[src/rtl/xorshift32.sv]
// xorshift32: 32-bit Marsaglia xorshift generator (x^=x<<13; x^=x>>17; x^=x<<5).
// Each accepted start request runs one shift stage per clock. The finished word
// is published on random, and ready_n is driven low for that word.
module xorshift32 #(
    parameter logic [31:0] SEED = 32'h92D6_8CA2
) (
    input  logic        clk,
    input  logic        rst,
    input  logic        start_n,
    output logic [31:0] random,
    output logic        ready_n
);

    // An all-zero state would lock the generator at zero, so substitute the default.
    localparam logic [31:0] DEFAULT_SEED = 32'h92D6_8CA2;
    localparam logic [31:0] SEED_EFF     = (SEED == 32'h0) ? DEFAULT_SEED : SEED;

    typedef enum logic [1:0] {
        IDLE = 2'd0,
        SH13 = 2'd1,
        SH17 = 2'd2,
        SH5  = 2'd3
    } fsm_t;

    fsm_t        fsm;
    fsm_t        fsm_nxt;
    logic [31:0] state;
    logic [31:0] t;

    // The three xorshift stages. All shifts are logical and truncated to 32 bits.
    function automatic logic [31:0] sh13_step(input logic [31:0] x);
        return x ^ (x << 13);
    endfunction

    function automatic logic [31:0] sh17_step(input logic [31:0] x);
        return x ^ (x >> 17);
    endfunction

    function automatic logic [31:0] sh5_step(input logic [31:0] x);
        return x ^ (x << 5);
    endfunction

    // FSM state register; an asynchronous reset aborts any step in progress.
    always_ff @(posedge clk or posedge rst) begin
        if (rst) begin
            fsm <= IDLE;
        end else begin
            fsm <= fsm_nxt;
        end
    end

    // Next-state logic. start_n is only honoured in IDLE, so requests made while busy are dropped.
    always_comb begin
        fsm_nxt = fsm;
        unique case (fsm)
            IDLE:    if (!start_n) fsm_nxt = SH13;
            SH13:    fsm_nxt = SH17;
            SH17:    fsm_nxt = SH5;
            SH5:     fsm_nxt = IDLE;
            default: fsm_nxt = IDLE;
        endcase
    end

    // Scratch register for the intermediate stage results.
    // It is never observed directly, so it needs no reset.
    always_ff @(posedge clk) begin
        unique case (fsm)
            SH13:    t <= sh13_step(state);
            SH17:    t <= sh17_step(t);
            default: t <= t;
        endcase
    end

    // Architectural state and outputs.
    // random only changes when a word completes, so intermediate values never leak out.
    always_ff @(posedge clk or posedge rst) begin
        if (rst) begin
            state   <= SEED_EFF;
            random  <= 32'h0;
            ready_n <= 1'b1;
        end else begin
            if (fsm == IDLE && !start_n) begin
                ready_n <= 1'b1;
            end
            if (fsm == SH5) begin
                state   <= sh5_step(t);
                random  <= sh5_step(t);
                ready_n <= 1'b0;
            end
        end
    end

endmodule

[config.mk]
export PLATFORM = sky130hd
export DESIGN_NAME = xorshift32
export DESIGN_NICKNAME = d
export VERILOG_FILES = /design/src/rtl/xorshift32.sv
export SDC_FILE = /design/constraint.sdc
export NUM_CORES = 1
export LEC_CHECK = 0
export CORE_ASPECT_RATIO = 1.1
export CORE_MARGIN = 4
export CORE_UTILIZATION = 59
export CTS_BUF_LIST = sky130_fd_sc_hd__clkbuf_8
export CTS_CLUSTER_SIZE = 12
export DETAILED_ROUTE_END_ITERATION = 16
export PLACE_DENSITY = 0.93
export REMOVE_ABC_BUFFERS = 1
export SLEW_MARGIN = 20
export SYNTH_ARGS = -nofsm -noshare
export SYNTH_HDL_FRONTEND = slang
export SYNTH_SLANG_ARGS = --single-unit
export TNS_END_PERCENT = 5
[constraint.sdc]
create_clock -name clk -period 1.8 [get_ports clk]
set_clock_uncertainty 0.15 [all_clocks]
set_input_delay 0.27 -clock clk [delete_from_list [all_inputs] [get_ports clk]]
set_output_delay 0.27 -clock clk [all_outputs]
set_load 0.02 [all_outputs]
# ---- Word level (Yosys, flattened, before mapping)
# Index checks and enable logic that the tools add are counted.
dict set report word_totals {
  register_bits 99
  input_bits 3
  output_inout_bits 33
  wordCells 22
}
dict set report op_classes {
  n_eq_ne 4
  n_mux 5
  bitwise_logic 3
  n_reduce_logical 5
}
# op n
set op_table {}
lappend op_table {{32-bit one-hot mux with 2 select lines} 1}
lappend op_table {{32-bit XOR} 2}
lappend op_table {{32-bit by 15-bit XOR with 32-bit output} 1}
lappend op_table {{2-bit one-hot mux with 4 select lines} 1}
lappend op_table {{2-bit equality test (second input constant)} 2}
lappend op_table {{2-bit nonzero test} 2}
lappend op_table {{2-bit by 1-bit equality test with 1-bit output (second input constant)} 1}
lappend op_table {{2-bit zero test} 1}
lappend op_table {{1-bit 2-to-1 mux} 2}
lappend op_table {{2-bit 2-to-1 mux} 1}
lappend op_table {{2-bit inequality test (second input constant)} 1}
lappend op_table {{1-bit logical AND} 1}
lappend op_table {{1-bit zero test} 1}

# ---- Depth between registers and ports, before layout
# Gate-level depths: netlist of run 1.
dict set report depth {
  word_depth 4
  depth_mapped 6
  ltp_nobuf 4
}

# ---- Worst setup path after synthesis of run 1
# OpenSTA, ideal clock, no wires.
dict set report synth_path {
  kind {register -> register}
  start {register fsm[1]}
  end {register t[0], enable pin}
  setup_time_ps 365
  arrival_time_ps 1021
  path_slack_ps 264
  path_stages_with_launch 3
  n_path_buf 0
  path_cell_list {dfrtp_1 > inv_1 > ha_1}
}
dict set report synth_between {
  elab_chain_cells 2
  word_cells_on_any_way 3
}
# element line
set synth_lines {}
lappend synth_lines {{start, declared} 25} ;# fsm_t fsm;
lappend synth_lines {{start signal, assigned} 48} ;# fsm <= fsm_nxt;
lappend synth_lines {{2-bit equality test or 2-bit by 1-bit equality test with 1-bit output (tied branches)} 67} ;# unique case (fsm)
lappend synth_lines {{2-bit nonzero test (no line) *} --}
lappend synth_lines {{end signal, assigned} 68} ;# SH13: t <= sh13_step(state);
lappend synth_lines {{end signal, assigned} 69} ;# SH17: t <= sh17_step(t);
lappend synth_lines {{end signal, assigned} 70} ;# default: t <= t;
lappend synth_lines {{end, declared} 28} ;# logic [31:0] t;
# Every way passes the cells marked *; elsewhere a longest branch is shown, timed or not.
# A chain may end at the register's enable or synchronous reset.

# ---- Worst setup path after layout of run 1
dict set report layout_path {
  start {register random[5]}
  end {output port random[5]}
}
# element line
set layout_rtl {}
lappend layout_rtl {{start, declared} 10} ;# output logic [31:0] random,
lappend layout_rtl {{start signal, assigned} 87} ;# random <= sh5_step(t);
# No word-level cell between the ends.

==> key figures, run 1 <==
Synthesis
  – Sequential fraction of the synthesis area: 59.0%
  – Count of warnings emitted by yosys: 0
  – Number of synthesized register bits: 81
  – Post-synth cell types: 17
  – Avg Cell Area, Syn: roughly 12 um2
  – Post-synth EDFFs: 32
  – Gate Count Post-Synth: ~330
  – Dominant synthesized flop cell: dfrtp_1
  – Async S/R FF share, synth: 60.5%
  – Post-synthesis instance area: around 3700 um2

Routing
  – DR WL/cell: between 15 and 20 um
  – Initial drt markers: roughly 180
  – Via count: roughly 2300
  – DR pass1 iterations: 4
  – Vias per std cell: ~5.3
  – Drt total wl: between 7000 and 8000 um
  – DRC Markers: 0
  – Final ANT Viol Nets: 0

Placement
  – Setup Slack @ Placement: 146 ps
  – Post-DP HPWL: 4770 um
  – GP Congestion: around 0.78
  – Placed instance count: between 400 and 500
  – Port Buf Inserts: 35

Clocking
  – CTS tree: yes
  – Hold buffer count at cts: 0
  – Clock Latency Late Sink: 360 ps
  – Num Clock Sinks: 81
  – Clock buffer depth: 2
  – CTS Buf Count: 9
  – Clk slew on worst S/H paths: roughly 90 ps
  – CTS root buffer: clkbuf_8
  – H-tree Lvls: 3
  – Setup Fix Bufs, Post-CTS: 0

Setup path
  – Worst setup path class: flip-flop to output port
  – Required @ worst endpoint: roughly 1400 ps
  – R2R depth: 4
  – Worst path arrival time: between 1000 and 1500 ps
  – Worst r2r src: fsm[1]
  – Critical Path Start Type: flip-flop
  – Worst setup path start: random[5]
  – Crit. End Element: output port
  – Worst Path Buf+Inv: 1
  – Cell Chain, Critical Path: clkdlybuf4s50_1
  – CP max stage cell: clkdlybuf4s50_1
  – WP depth: 1
  – Worst-path maximum fanout: 2
  – Cell family with most CP delay: buffers and inverters
  – CP peak stage delay: around 600 ps

Timing
  – Minimum clock period: between 1500 and 2000 ps
  – RSZ-0062 raised after global routing: false
  – Final worst slack: between 60 and 70 ps
  – Worst-Margin Slew: roughly 300 ps
  – Setup TNS: 0 ps
  – Fin crit share: 96.6%
  – Final setup fails: 0
  – Max-slew violations: 0
  – Slew HR: 79.8%
  – Fmax achieved: 575 MHz
  – Final Hold Violating Endpoints: 0

Global route
  – Total track usage: 19.6%
  – First-pass GRT wire length: ~12000 um
  – Largest net degree at the start of global routing: 50
  – Vias in the first global route: 2328
  – Overflow after GRT: 0
  – Initial antenna violation count: 0

Layout
  – Area growth syn-to-layout: 14.2%
  – Layout Nets: between 300 and 400
  – Number of diodes: 0
  – Finished Layout Cells: 434
  – Layout cells sized above 1: between 10% and 20%

Floorplan
  – DIE AREA: about 7700 um2
  – Num ports: 36
  – Core Box Area: around 6200 um2
  – Row count: 30
  – Die Width: roughly 84 um
  – Die Ht: between 90 and 100 um
  – Initial Utilization: 60.8%

Run status
  – Outcome: finished, final reports clean

Flow run
  – MaxCap Viol Count: 0

Hold path
  – Hold crit path type: primary input to async pin
sequential cells by signal (all words and copies together), names as in the netlist:
register,count
random,32
t,32
state,14
fsm,2
ready_n,1
cell type report:
cell class                      instances  area, um2
Fill cell                             430       1890
Inverter                                6       22.5
Timing Repair Buffer                   46        464
Tap cell                               80        100
Clock buffer                            9        124
Clock inverter                          7       86.3
Sequential cell                        81       2210
Multi-Input combinational cell        205       1270
cells in the mapped netlist (all sizes together), types with 2 or more instances:
cell type | instances | area (um2)
mux2 | 5 | 63.8
nand2 | 2 | 7.51
buf | 33 | 248
xnor2 | 61 | 534
dfstp | 15 | 394
edfxtp | 32 | 961
a21oi | 54 | 270
inv | 6 | 22.5
nor2 | 71 | 267
ha | 6 | 75.1
dfrtp | 34 | 851
o21ai | 2 | 10.0
mux2i | 3 | 30.0
layout by cell type, fill, tap and decap left out, types with 2 or more instances in the layout:
| cell | n |
|---|---|
| clkdlybuf4s50_1 | 15 |
| buf_12 | 3 |
| inv_1 | 7 |
| mux2_4 | 2 |
| nand2_1 | 2 |
| dlygate4sd2_1 | 15 |
| ha_1 | 5 |
| dlymetal6s2s_1 | 5 |
| dfrtp_1 | 34 |
| clkbuf_8 | 9 |
| a21oi_1 | 54 |
| edfxtp_1 | 32 |
| mux2_2 | 3 |
| mux2i_1 | 3 |
| dfstp_2 | 15 |
| xnor2_1 | 61 |
| buf_4 | 8 |
| o21ai_0 | 2 |
| bufinv_16 | 2 |
| nor2_1 | 71 |
stage by stage:
step / utilization (%) / hold slack, ps / instance area (um2)
after global routing: 69.3 / 162 / 4270
after CTS: 69.1 / 138 / 4260
after detailed placement: 66.0 / 305 / 4070
after floorplan: - / 262 / 3490
final: 69.3 / 133 / 4270
after global placement: 66.0 / 308 / 4070
worst paths after layout:
kind | slack [ps] | to
max | 60 | random[5]
min | 130 | random[7]
max reg2reg | 120 | random[22]
min reg2reg | 310 | ready_n
max in group asynchronous | 1080 | state[31]
min in group clk | 310 | ready_n
per-layer routing:
metal / track usage (%) / vias to the layer above / share of wire [%]
met5: 0 / - / 0
met4: 6.97 / 0 / 1.8
met3: 3.90 / 12 / 3.5
met2: 33.5 / 52 / 52
met1: 24.8 / 1142 / 42
li1: - / 1098 / -
cell families (layout without fill, tap and decap cells):
| kind of cell | count (synthesis) | count (layout) | share of synthesized area, % |
|---|---|---|---|
| muxes | 8 | 8 | 2.51 |
| and+or+nand+nor | 74 | 74 | 7.49 |
| xor gates and xnor gates | 61 | 61 | 14.3 |
| buffers and inverters | 39 | 68 | 7.23 |
| AOI/OAI and AO/OA | 56 | 56 | 7.49 |
| DFF | 81 | 81 | 59.0 |
| adders and majority gates | 6 | 6 | 2.01 |
timing repair:
item                                    in CTS  in global routing
endpoints found under the setup margin      15                  5
cloned                                       0                  0
gates resized for setup                     15                  5
Power of run 1 is not shown: default switching activity piles up to over one toggle a cycle in this logic, so the estimate is an artifact.
==> run 2, diff against run 1 <==
--- a/config.mk
+++ b/config.mk
@@ -11,7 +11,7 @@
 export CTS_BUF_LIST = sky130_fd_sc_hd__clkbuf_8
 export CTS_CLUSTER_SIZE = 12
 export DETAILED_ROUTE_END_ITERATION = 16
-export PLACE_DENSITY = 0.93
+export PLACE_DENSITY = 0.82
 export REMOVE_ABC_BUFFERS = 1
 export SLEW_MARGIN = 20
 export SYNTH_ARGS = -nofsm -noshare
==> key figures, run 2 (synthesized netlist as in run 1, its figures left out) <==
Layout
  – Layout cells sized above 1: 11.6% (was 13.3%)
  – Layout Nets: 356 (was 358)
  – Most common cell after layout, fill and taps aside: nor2_1 (unchanged)
  – Number of diodes: 0 (unchanged)
  – Top flop regs: random: 32 flops, t: 32 flops, state: 14 flops (unchanged)
  – Post-Layout Inst Area: 4200 um2 (was 4270 um2)
  – Final core occ: 68.3% (was 69.3%)
  – Finished Layout Cells: 432 (was 434)
  – Area growth syn-to-layout: 12.3% (was 14.2%)
  – Commonest cells after routing, fill and taps aside: nor2_1 (71), xnor2_1 (61), a21oi_1 (54) (unchanged)

Timing
  – Final setup fails: 0 (unchanged)
  – Minimum clock period: 1720 ps (was 1740 ps)
  – Final worst slack: 80.1 ps (was 60.6 ps)
  – Fin crit share: 95.5% (was 96.6%)
  – Worst-Margin Slew: 344 ps (was 304 ps)
  – Final Hold Violating Endpoints: 0 (unchanged)
  – Max-slew violations: 0 (unchanged)
  – Fmax achieved: 581 MHz (was 575 MHz)
  – RSZ-0062 raised after global routing: false (unchanged)
  – Slew HR: 77.1% (was 79.8%)

Setup path
  – CP peak stage delay: 600 ps (about the same)
  – Worst setup path class: flip-flop to output port (unchanged)
  – Worst r2r src: fsm[1] (unchanged)
  – Required @ worst endpoint: 1380 ps (about the same)
  – Worst setup path start: random[28] (was random[5])
  – Reg2reg setup slack: 210 ps (was 120 ps)
  – Worst-path maximum fanout: 2 (unchanged)
  – Crit path capture: random[28] (was random[5])
  – Cell Chain, Critical Path: clkdlybuf4s50_1 (unchanged)
  – WP depth: 1 (unchanged)
  – R2R depth: 4 (unchanged)
  – Worst Path Buf+Inv: 1 (unchanged)
  – CP max stage cell: clkdlybuf4s50_1 (unchanged)
  – FF-to-FF End: random[31] (was random[22])
  – Cell family with most CP delay: buffers and inverters (unchanged)
  – Critical Path Start Type: flip-flop (unchanged)
  – Worst path arrival time: 1300 ps (was 1320 ps)
  – Crit. End Element: output port (unchanged)

Clocking
  – Clk slew on worst S/H paths: 80 ps (was 90 ps)
  – Clock buffer depth: 2 (unchanged)
  – Clock Latency Late Sink: 350 ps (was 360 ps)
  – CTS tree: yes (unchanged)
  – Hold buffer count at cts: 0 (unchanged)
  – CTS root buffer: clkbuf_8 (unchanged)
  – H-tree Lvls: 3 (unchanged)
  – Num Clock Sinks: 81 (unchanged)
  – CTS Buf Count: 9 (unchanged)

Run status
  – Outcome: finished, final reports clean (unchanged)

Placement
  – Post-DP HPWL: 4470 um (was 4770 um)
  – Placed instance count: 416 (was 418)
  – GP Congestion: 0.767 (was 0.785)
  – Setup Slack @ Placement: 240 ps (was 146 ps)
  – Dpl cell area: 4060 um2 (was 4070 um2)
  – Port Buf Inserts: 35 (unchanged)

Floorplan
  – DIE AREA: 7680 um2 (unchanged)
  – Core Box Area: 6160 um2 (unchanged)
  – Row count: 30 (unchanged)
  – Initial Utilization: 60.8% (unchanged)
  – Die Ht: 91.5 um (unchanged)
  – Die Width: 83.9 um (unchanged)
  – Num ports: 36 (unchanged)

Global route
  – Overflow after GRT: 0 (unchanged)
  – Initial antenna violation count: 0 (unchanged)
  – First-pass GRT wire length: 11500 um (was 11600 um)
  – Vias in the first global route: 2284 (was 2328)
  – Total track usage: 19.3% (was 19.6%)
  – Largest net degree at the start of global routing: 50 (unchanged)

Routing
  – Final ANT Viol Nets: 0 (unchanged)
  – Vias per std cell: 5.16 (was 5.31)
  – Drt total wl: 6580 um (was 7070 um)
  – DRC Markers: 0 (unchanged)
  – DR pass1 iterations: 4 (unchanged)
  – DR WL/cell: 15.2 um (was 16.3 um)
  – Initial drt markers: 153 (was 177)
  – Via count: 2229 (was 2304)

Hold path
  – Hold crit path type: primary input to async pin (unchanged)

Flow run
  – MaxCap Viol Count: 0 (unchanged)
## run 2: cell count changes in the layout (fill, tap and decap cells not counted), sizes merged, moves of 2 or more
cell | before | now
buf | 11 | 9
bufinv | 2 | 0
dlymetal6s2s | 5 | 3
inv | 9 | 11
## run 2: what timing repair did
action,4_1_cts,5_1_grt
setup endpoints to repair,16,3
setup buffers,0,0
resized for setup,16,3
## run 2: worst min-delay path by stage
stage          startpoint    endpoint  slack, ps  cells after the start
6_report              rst  random[24]        130                      3
3_3_place_gp      ready_n     ready_n        310                      2
3_5_place_dp      ready_n     ready_n        310                      2
4_1_cts               rst   random[3]        130                      3
5_1_grt               rst  random[15]        160                      3
2_1_floorplan     start_n     ready_n        260                      2
## run 2: area by class of cell
type | count | area (um2)
Multi-Input combinational cell | 205 | 1270
Tap cell | 80 | 100
Timing Repair Buffer | 44 | 455
Inverter | 6 | 22.5
Clock buffer | 9 | 124
Clock inverter | 7 | 27.5
Sequential cell | 81 | 2210
Fill cell | 492 | 1950
## run 2: worst register-to-register path, delay by kind of cell, from the launching register on
kind / cells / cell delay [ps]
compound gates: 1 / 130
buf+inv: 1 / 260
flops: 1 / 440
fa+ha+maj: 1 / 430
simple gates: 1 / 90
## run 2: through the flow
step | TNS (ps) | hold WS (ps)
after floorplan | -35550 | 262
after global routing | 0 | 157
after CTS | 0 | 128
final | 0 | 125
after global placement | 0 | 306
after detailed placement | 0 | 307
## run 2: per-layer routing
metal | wire length, um | vias to the layer above | GRT usage (%)
li1 | - | 1089 | -
met1 | 2930 | 1075 | 25.9
met2 | 3200 | 52 | 30.0
met3 | 292 | 13 | 3.99
met4 | 162 | 0 | 9.65
met5 | 0 | - | 0
Power of run 2 is left out for the same reason.
==> run 3, diff against run 2 <==
--- a/config.mk
+++ b/config.mk
@@ -13,7 +13,6 @@
 export DETAILED_ROUTE_END_ITERATION = 16
 export PLACE_DENSITY = 0.82
 export REMOVE_ABC_BUFFERS = 1
-export SLEW_MARGIN = 20
 export SYNTH_ARGS = -nofsm -noshare
 export SYNTH_HDL_FRONTEND = slang
 export SYNTH_SLANG_ARGS = --single-unit
==> constraint.sdc (replaced) <==
create_clock -name clk -period 1.8 [get_ports clk]
set_clock_uncertainty 0.15 [all_clocks]
set_input_delay 0.54 -clock clk [delete_from_list [all_inputs] [get_ports clk]]
set_output_delay 0.54 -clock clk [all_outputs]
set_load 0.02 [all_outputs]
==> key figures, run 3 (synthesized netlist as in run 1, its figures left out) <==
Run status
  – Outcome: finished, final reports clean (unchanged)

Setup path
  – Cell Chain, Critical Path: dlygate4sd2_1 (was clkdlybuf4s50_1)
  – Worst Path Buf+Inv: 1 (unchanged)
  – Worst-path maximum fanout: 2 (unchanged)
  – CP peak stage delay: 390 ps (was 600 ps)
  – Worst setup path class: flip-flop to output port (unchanged)
  – Critical Path Start Type: flip-flop (unchanged)
  – CP max stage cell: dfrtp_1 (was clkdlybuf4s50_1)
  – Worst path arrival time: 1070 ps (was 1300 ps)
  – Required @ worst endpoint: 1110 ps (was 1380 ps)
  – Crit. End Element: output port (unchanged)
  – Cell family with most CP delay: flip-flops (was buffers and inverters)

Routing
  – DR pass1 iterations: 5 (was 4)
  – Via count: 2256 (was 2229)
  – DR WL/cell: 15.3 um (was 15.2 um)
  – Final ANT Viol Nets: 0 (unchanged)
  – Vias per std cell: 5.13 (was 5.16)
  – Drt total wl: 6750 um (was 6580 um)
  – DRC Markers: 0 (unchanged)
  – Initial drt markers: 113 (was 153)

Layout
  – Commonest cells after routing, fill and taps aside: nor2_1 (71), xnor2_1 (61), a21oi_1 (54) (unchanged)
  – Top flop regs: random: 32 flops, t: 32 flops, state: 14 flops (unchanged)
  – Area growth syn-to-layout: 15.0% (was 12.3%)
  – Most common cell after layout, fill and taps aside: nor2_1 (unchanged)
  – Post-Layout Inst Area: 4300 um2 (was 4200 um2)
  – Number of diodes: 0 (unchanged)
  – Layout cells sized above 1: 17.5% (was 11.6%)
  – Layout Nets: 364 (was 356)

Clocking
  – Clk slew on worst S/H paths: 80 ps (about the same)
  – CTS root buffer: clkbuf_8 (unchanged)
  – H-tree Lvls: 3 (unchanged)
  – CTS Buf Count: 9 (unchanged)
  – Clock Latency Late Sink: 360 ps (was 350 ps)
  – Setup Fix Bufs, Post-CTS: 0 (unchanged)
  – Clock buffer depth: 2 (unchanged)
  – CTS tree: yes (unchanged)
  – Num Clock Sinks: 81 (unchanged)

Floorplan
  – Row count: 30 (unchanged)
  – DIE AREA: 7680 um2 (unchanged)
  – Num ports: 36 (unchanged)
  – Core Box Area: 6160 um2 (unchanged)
  – Die Width: 83.9 um (unchanged)
  – Initial Utilization: 60.8% (unchanged)
  – Die Ht: 91.5 um (unchanged)

Global route
  – Largest net degree at the start of global routing: 50 (unchanged)
  – Total track usage: 19.6% (was 19.3%)
  – Vias in the first global route: 2364 (was 2284)
  – Initial antenna violation count: 0 (unchanged)
  – Overflow after GRT: 0 (unchanged)
  – First-pass GRT wire length: 11600 um (was 11500 um)

Timing
  – Worst Hold Margin: 315 ps (was 125 ps)
  – RSZ-0062 raised after global routing: false (unchanged)
  – Final Hold Violating Endpoints: 0 (unchanged)
  – Worst-Margin Slew: 417 ps (was 344 ps)
  – Minimum clock period: 1760 ps (was 1720 ps)
  – Fmax achieved: 568 MHz (was 581 MHz)
  – Final setup fails: 0 (unchanged)
  – Max-slew violations: 0 (unchanged)
  – Final worst slack: 39.4 ps (was 80.1 ps)
  – Slew HR: 72.2% (was 77.1%)
  – Fin crit share: 97.8% (was 95.5%)

Flow run
  – MaxCap Viol Count: 0 (unchanged)

Hold path
  – Hold crit path type: flip-flop to flip-flop (was primary input to async pin)

Placement
  – Port Buf Inserts: 35 (unchanged)
  – Post-DP HPWL: 4560 um (was 4470 um)
  – GP Congestion: 0.817 (was 0.767)
  – Dpl cell area: 4120 um2 (was 4060 um2)
  – Setup Slack @ Placement: 0.591 ps (was 240 ps)
[run 3: final cells by class]
class / instances / area, um2
timing repair buffer: 52 / 465
inverter: 6 / 22.5
clock buffer: 9 / 124
sequential: 81 / 2210
fill: 473 / 1850
clock inverter: 7 / 118
tap: 80 / 100
multi-input combinational: 205 / 1270
[run 3: final timing paths]
| check | to | depth (start not counted) | start | slack [ps] |
|---|---|---|---|---|
| setup / recovery | random[0] | 1 | random[0] | 40 |
| hold / removal | ready_n | 2 | ready_n | 320 |
| setup reg to reg | state[7] | 4 | fsm[1] | 130 |
| hold reg to reg | ready_n | 2 | ready_n | 320 |
| max in group asynchronous | state[5] | 3 | rst | 820 |
| min in group asynchronous | random[24] | 3 | rst | 380 |
[run 3: metrics by stage]
step,setup TNS [ps],utilization [%],std cells
global route,0,69.9,440
floorplan,-36840,-,292
global placement,0,67.0,424
CTS,0,70.3,440
finish,0,69.9,440
detailed placement,0,67.0,424
[run 3: what timing repair did]
action,in CTS,in global routing
hold buffers,0,0
resized for setup,41,16
endpoints found under the setup margin,33,14
[run 3: routing by layer]
layer  track usage (%)  wire [um]  vias to the layer above
met5                 0          0                        -
met4              10.5        174                        0
met3              4.99        264                       17
met2              30.2       3300                       47
met1              25.7       3010                     1075
li1                  -          -                     1117
Power of run 3 is left out for the same reason.
==> patch 1: new RTL, config.mk and constraints of run 3 <==
Re-encode `fsm_t` (4 states) as Gray code, 2 bits wide.
--- a/src/rtl/xorshift32.sv
+++ b/src/rtl/xorshift32.sv
@@ -16,10 +16,10 @@
     localparam logic [31:0] SEED_EFF     = (SEED == 32'h0) ? DEFAULT_SEED : SEED;
 
     typedef enum logic [1:0] {
-        IDLE = 2'd0,
-        SH13 = 2'd1,
-        SH17 = 2'd2,
-        SH5  = 2'd3
+        IDLE = 2'b00,
+        SH13 = 2'b01,
+        SH17 = 2'b11,
+        SH5  = 2'b10
     } fsm_t;
 
     fsm_t        fsm;
Function: no difference found for any inputs over 10 cycles, from zero or initial values and one cycle with rst high; not proved beyond that.
==> patch 1 against run 3 <==
  * Synthesized area is 4.3% higher
  * Count of clock-buffer cells in the layout is 1 higher
  * Non-clock buffer count is 4 higher
  * Via count is 4.0% lower
  * Fmax is 0.27% lower
  * Setup slack worse by 0.0048 ns
  * Register-to-register slack better by 0.09 ns
  * Global-route usage is 0.51 points lower
  * Wire length is 1.7% higher
  * Final area is 3.5% higher
  * Sequential cell count stayed put
  * Largest cell class unchanged
  * Highest routed layer unchanged
Power is left out: the tool's default activity adds up to more than one toggle a clock period on the data nets, which glitch-free logic cannot reach.
==> patch 1: results (changes against run 3) <==
{| class="wikitable"
! Metric !! Value
|-
| Worst setup slack before clock tree synthesis || 0.0110 ns (+0.0104 ns)
|-
| Largest registers || random x32, t x32, state x14
|-
| All-layer global routing usage || 0.191 (-0.00509)
|-
| Commonest cells in the netlist || xnor2_1 (47), dfrtp_1 (34), edfxtp_1 (32)
|-
| Min-Delay Path Depth || 2 (unchanged)
|-
| First-pass GRT wire length || 11.7 mm (+1.0%)
|-
| Antenna Diode Count || 0 (unchanged)
|-
| Final-layout fill cell count || 459 (-3.0%)
|-
| Via count of the first global-routing pass || 2,302 (-2.6%)
|-
| Number of distinct library cells after synthesis || 19 (+2)
|-
| Detailed-router iteration count before antenna repair || 4 (-1)
|-
| Leading post-synthesis cells by cell area || edfxtp_1 (25%), dfrtp_1 (22%), xnor2_1 (11%)
|-
| Setup slack, reg-to-reg || 0.22 ns (+0.09 ns)
|-
| Wl on met1 || 3.12 mm (+3.8%)
|-
| Kind of cell adding the most delay to the critical path || flip-flops
|-
| Worst path setup slack after routing || 0.0347 ns (-0.00478 ns)
|-
| Highest routed metal layer || met4
|-
| Sequential fraction of the synthesis area || 0.565 (-0.0244)
|-
| Post-detail-place hpwl || 4.67 mm (+2.6%)
|-
| Clock edge transition at the registers on the reported setup and hold paths || 0.08 ns (about the same)
|-
| Path depth of the worst reg2reg path || 4 (unchanged)
|-
| Worst Path Max Fanout || 3 (+1)
|-
| Primary FF master, synth || dfrtp_1
|-
| Number of nets in the finished design || 337 (-7.4%)
|-
| Number of levels in the clock H-tree || 3 (unchanged)
|-
| Via count of the routed design || 2,165 (-4.0%)
|-
| Hold WS || 0.327 ns (+0.0114 ns)
|-
| Outcome || finished, final reports clean
|-
| Routability congestion estimate || 0.788 (-3.6%)
|-
| Largest stage delay, worst path || 0.40 ns
|-
| Met2 wire length || 3.40 mm (+3.0%)
|-
| Initial antenna violation count || 0 (unchanged)
|-
| Overall routed net length || 6.86 mm (+1.7%)
|-
| Max stage delay cell, worst path || dfrtp_1
|-
| Placement Cell Area || 4280 µm² (+3.9%)
|-
| Met3 wirelength from detailed routing || 280 µm (+6.1%)
|-
| Worst Hold Class || flip-flop to flip-flop
|-
| Worst slew margin || 0.824 (+0.101)
|-
| Fraction of final layout cells with drive strength greater than 1 || 0.218 (+0.0433)
|-
| Async SR Flop Fraction || 0.605 (unchanged)
|-
| Starting DRT DRC Count || 134 (+19%)
|-
| Root buffer cell || clkbuf_8
|-
| Endpoint arrival time on the critical path || 1.08 ns
|}
==> patch 1: cell type report <==
type / instances / area share
sequential: 81 / 0.496
multi-input combinational: 158 / 0.298
timing repair buffer: 56 / 0.112
clock buffer: 10 / 0.0309
inverter: 28 / 0.0236
tap: 80 / 0.0225
clock inverter: 6 / 0.0171
==> patch 1: timing repair <==
action	CTS	global route
resized for setup	36	9
cloned	0	0
endpoints found under the setup margin	33	7
==> patch 1: worst paths after layout <==
check / start / endpoint
max in group asynchronous: rst / state[7]
max reg2reg: fsm[0] / state[10]
min reg2reg: state[20] / state[20]
min in group asynchronous: rst / random[10]
min: state[20] / state[20]
max: random[21] / random[21]
==> patch 1: stage by stage <==
step                 util  cells
floorplan               -    267
global placement    0.679    403
detailed placement  0.679    403
CTS                 0.706    419
global route        0.706    419
finish              0.706    419
==> patch 1: cell families after synthesis <==
family,count (synthesis),share of synthesized area
DFF,81,0.565
xor gates and xnor gates,61,0.137
buffers and inverters,61,0.0943
muxes,48,0.143
AOI/OAI and AO/OA,28,0.0369
and+or+nand+nor,21,0.0234
==> patch 1: per-layer routing <==
layer | vias to the layer above | GRT usage
met4 | 0 | 0.0620
met1 | 1076 | 0.261
met2 | 49 | 0.308
met5 | - | 0
met3 | 7 | 0.0379
li1 | 1033 | -
==> patch 2: new RTL, flow settings as in run 3 <==
Without the edit above. Make the reset (`rst`) synchronous in 2 clocked blocks. Comments in the files are not updated.
--- a/src/rtl/xorshift32.sv
+++ b/src/rtl/xorshift32.sv
@@ -41,7 +41,7 @@
     endfunction
 
     // FSM state register; an asynchronous reset aborts any step in progress.
-    always_ff @(posedge clk or posedge rst) begin
+    always_ff @(posedge clk) begin
         if (rst) begin
             fsm <= IDLE;
         end else begin
@@ -73,7 +73,7 @@
 
     // Architectural state and outputs.
     // random only changes when a word completes, so intermediate values never leak out.
-    always_ff @(posedge clk or posedge rst) begin
+    always_ff @(posedge clk) begin
         if (rst) begin
             state   <= SEED_EFF;
             random  <= 32'h0;
Check against the original RTL: differs if rst is asserted again (counterexample within 10 cycles, from zero or initial values and one cycle with rst high); with rst held inactive, the same outputs for 10 cycles.
==> patch 2 against run 3 <==
  * Wire length increased by 5.2%
  * Die area decreased by 2.2%
  * Synthesized area decreased by 2.4%
  * Sequential cell count unchanged
  * Setup slack got worse by 0.0021 ns
  * Synthesized cell count increased by 3.7%
  * Final area decreased by 4.1%
  * Critical path depth unchanged
==> patch 2: results (changes against run 3) <==
{| class="wikitable"
! Metric !! Value
|-
| Outcome || finished, final reports clean
|-
| Setup slack, reg-to-reg || 0.15 ns (+0.02 ns)
|-
| Largest stage delay, worst path || 0.37 ns (-0.02 ns)
|-
| Number of setup buffers added after CTS || 0 (unchanged)
|-
| Number of clock buffers inserted by TritonCTS || 9 (unchanged)
|-
| Leakage power || 1.50 nW
|-
| Launch point of the critical path || random[29]
|-
| Routability congestion estimate || 0.771 (-5.6%)
|-
| Number of distinct library cells after synthesis || 22 (+5)
|-
| Setup crit end || random[29]
|-
| Sequential fraction of the synthesis area || 0.532 (-0.0578)
|-
| Placement Cell Area || 4010 µm² (-2.6%)
|-
| Reg2reg start || fsm[1]
|-
| Kind of cell adding the most delay to the critical path || flip-flops
|-
| Number of flops mapped to enable cells by yosys || 32 (unchanged)
|-
| Clock edge transition at the registers on the reported setup and hold paths || 0.08 ns (about the same)
|-
| Measured slew at the worst slew-check pin || 0.842 ns (+0.426 ns)
|-
| First-pass GRT wire length || 11.7 mm (+0.47%)
|-
| Largest registers || random x32, t x32, state x14
|-
| Via count of the first global-routing pass || 2,351 (-0.55%)
|-
| Post-detail-place hpwl || 4.82 mm (+5.7%)
|-
| Number of buffers between clock root and the deepest sink || 2 (unchanged)
|-
| Number of synthesis warnings || 0 (unchanged)
|-
| All-layer global routing usage || 0.196 (-0.000600)
|-
| Count of instances resized after the clock tree is built || 35 (-15%)
|-
| Async SR Flop Fraction || 0 (-0.605)
|-
| Detailed-router iteration count before antenna repair || 4 (-1)
|-
| Number of nets in the finished design || 372 (+2.2%)
|-
| Via count of the routed design || 2,388 (+5.9%)
|-
| End of the worst register-to-register path || t[26]
|-
| Placed Cells || 429 (+1.2%)
|-
| Commonest cells in the netlist || nor2_1 (62), xnor2_1 (59), dfxtp_1 (49)
|-
| Fraction of final layout cells with drive strength greater than 1 || 0.122 (-0.0527)
|-
| Overall routed net length || 7.09 mm (+5.2%)
|-
| Leading post-synthesis cells by cell area || dfxtp_1 (27%), edfxtp_1 (26%), xnor2_1 (14%)
|-
| Starting DRT DRC Count || 176 (+56%)
|-
| Number of instances in the synthesized netlist || 337 (+3.7%)
|-
| Initial antenna violation count || 0 (unchanged)
|-
| # port buffers || 35 (unchanged)
|-
| Worst Path Max Fanout || 3 (+1)
|-
| Number of levels in the clock H-tree || 3 (unchanged)
|-
| Max stage delay cell, worst path || dfxtp_1
|-
| Largest net degree at the start of global routing || 33 (-34%)
|-
| Path depth of the worst reg2reg path || 2 (-2)
|-
| Skew-Pair Late Insertion Delay || 0.34 ns (-0.02 ns)
|-
| Via count normalized by instance count || 5.37 (+4.7%)
|-
| Primary FF master, synth || dfxtp_1
|-
| Worst Hold Class || input pin to flip-flop
|-
| Endpoint arrival time on the critical path || 1.07 ns (about the same)
|}
-- patch 2: worst min path at each step --
| stage | start | endpoint | slack, ns | cells after the start |
|---|---|---|---|---|
| floorplan | fsm[0] | fsm[0] | 0.32 | 2 |
| global placement | random[1] | random[1] | 0.32 | 2 |
| detailed placement | random[5] | random[5] | 0.33 | 2 |
| CTS | rst | random[16] | 0.30 | 2 |
| global route | rst | random[16] | 0.32 | 2 |
| finish | rst | random[16] | 0.31 | 2 |
-- patch 2: cells by family after synthesis --
kind of cell,Yosys count,share of synthesized area
and+or+nand+nor,83,0.0919
AOI/OAI and AO/OA,61,0.122
buffers and inverters,40,0.0737
adders and majority gates,6,0.0206
DFF,81,0.532
muxes,5,0.0137
xor gates and xnor gates,61,0.146
-- patch 2: power by group --
group,switching (mW),total [mW],internal (mW)
Sequential,0.464,3.02,2.55
Combinational,1.26,2.27,1.00
Clock,0.618,1.09,0.472
-- patch 2: area by class of cell --
cell class / instances / area, µm²
well taps: 77 / 96.3
clock buffers: 9 / 124
flip-flops and latches: 81 / 1940
multi-input cells: 216 / 1440
repair buffers: 52 / 482
clock inverters: 7 / 28.8
fillers: 459 / 1750
inverters: 3 / 11.3
-- patch 2: per-layer routing --
metal / vias to the layer above / share of wire / track usage
met4: 0 / 0.025 / 0.0995
li1: 1181 / - / -
met1: 1143 / 0.45 / 0.250
met2: 50 / 0.49 / 0.316
met5: - / 0 / 0
met3: 14 / 0.036 / 0.0374
-- patch 2: metrics by stage --
| stage | setup WS (ns) | setup TNS [ns] |
|---|---|---|
| global placement | 0.131 | 0 |
| global route | 0.00246 | 0 |
| CTS | 0.00120 | 0 |
| floorplan | -1.24 | -43.80 |
| finish | 0.0374 | 0 |
| detailed placement | 0.0872 | 0 |
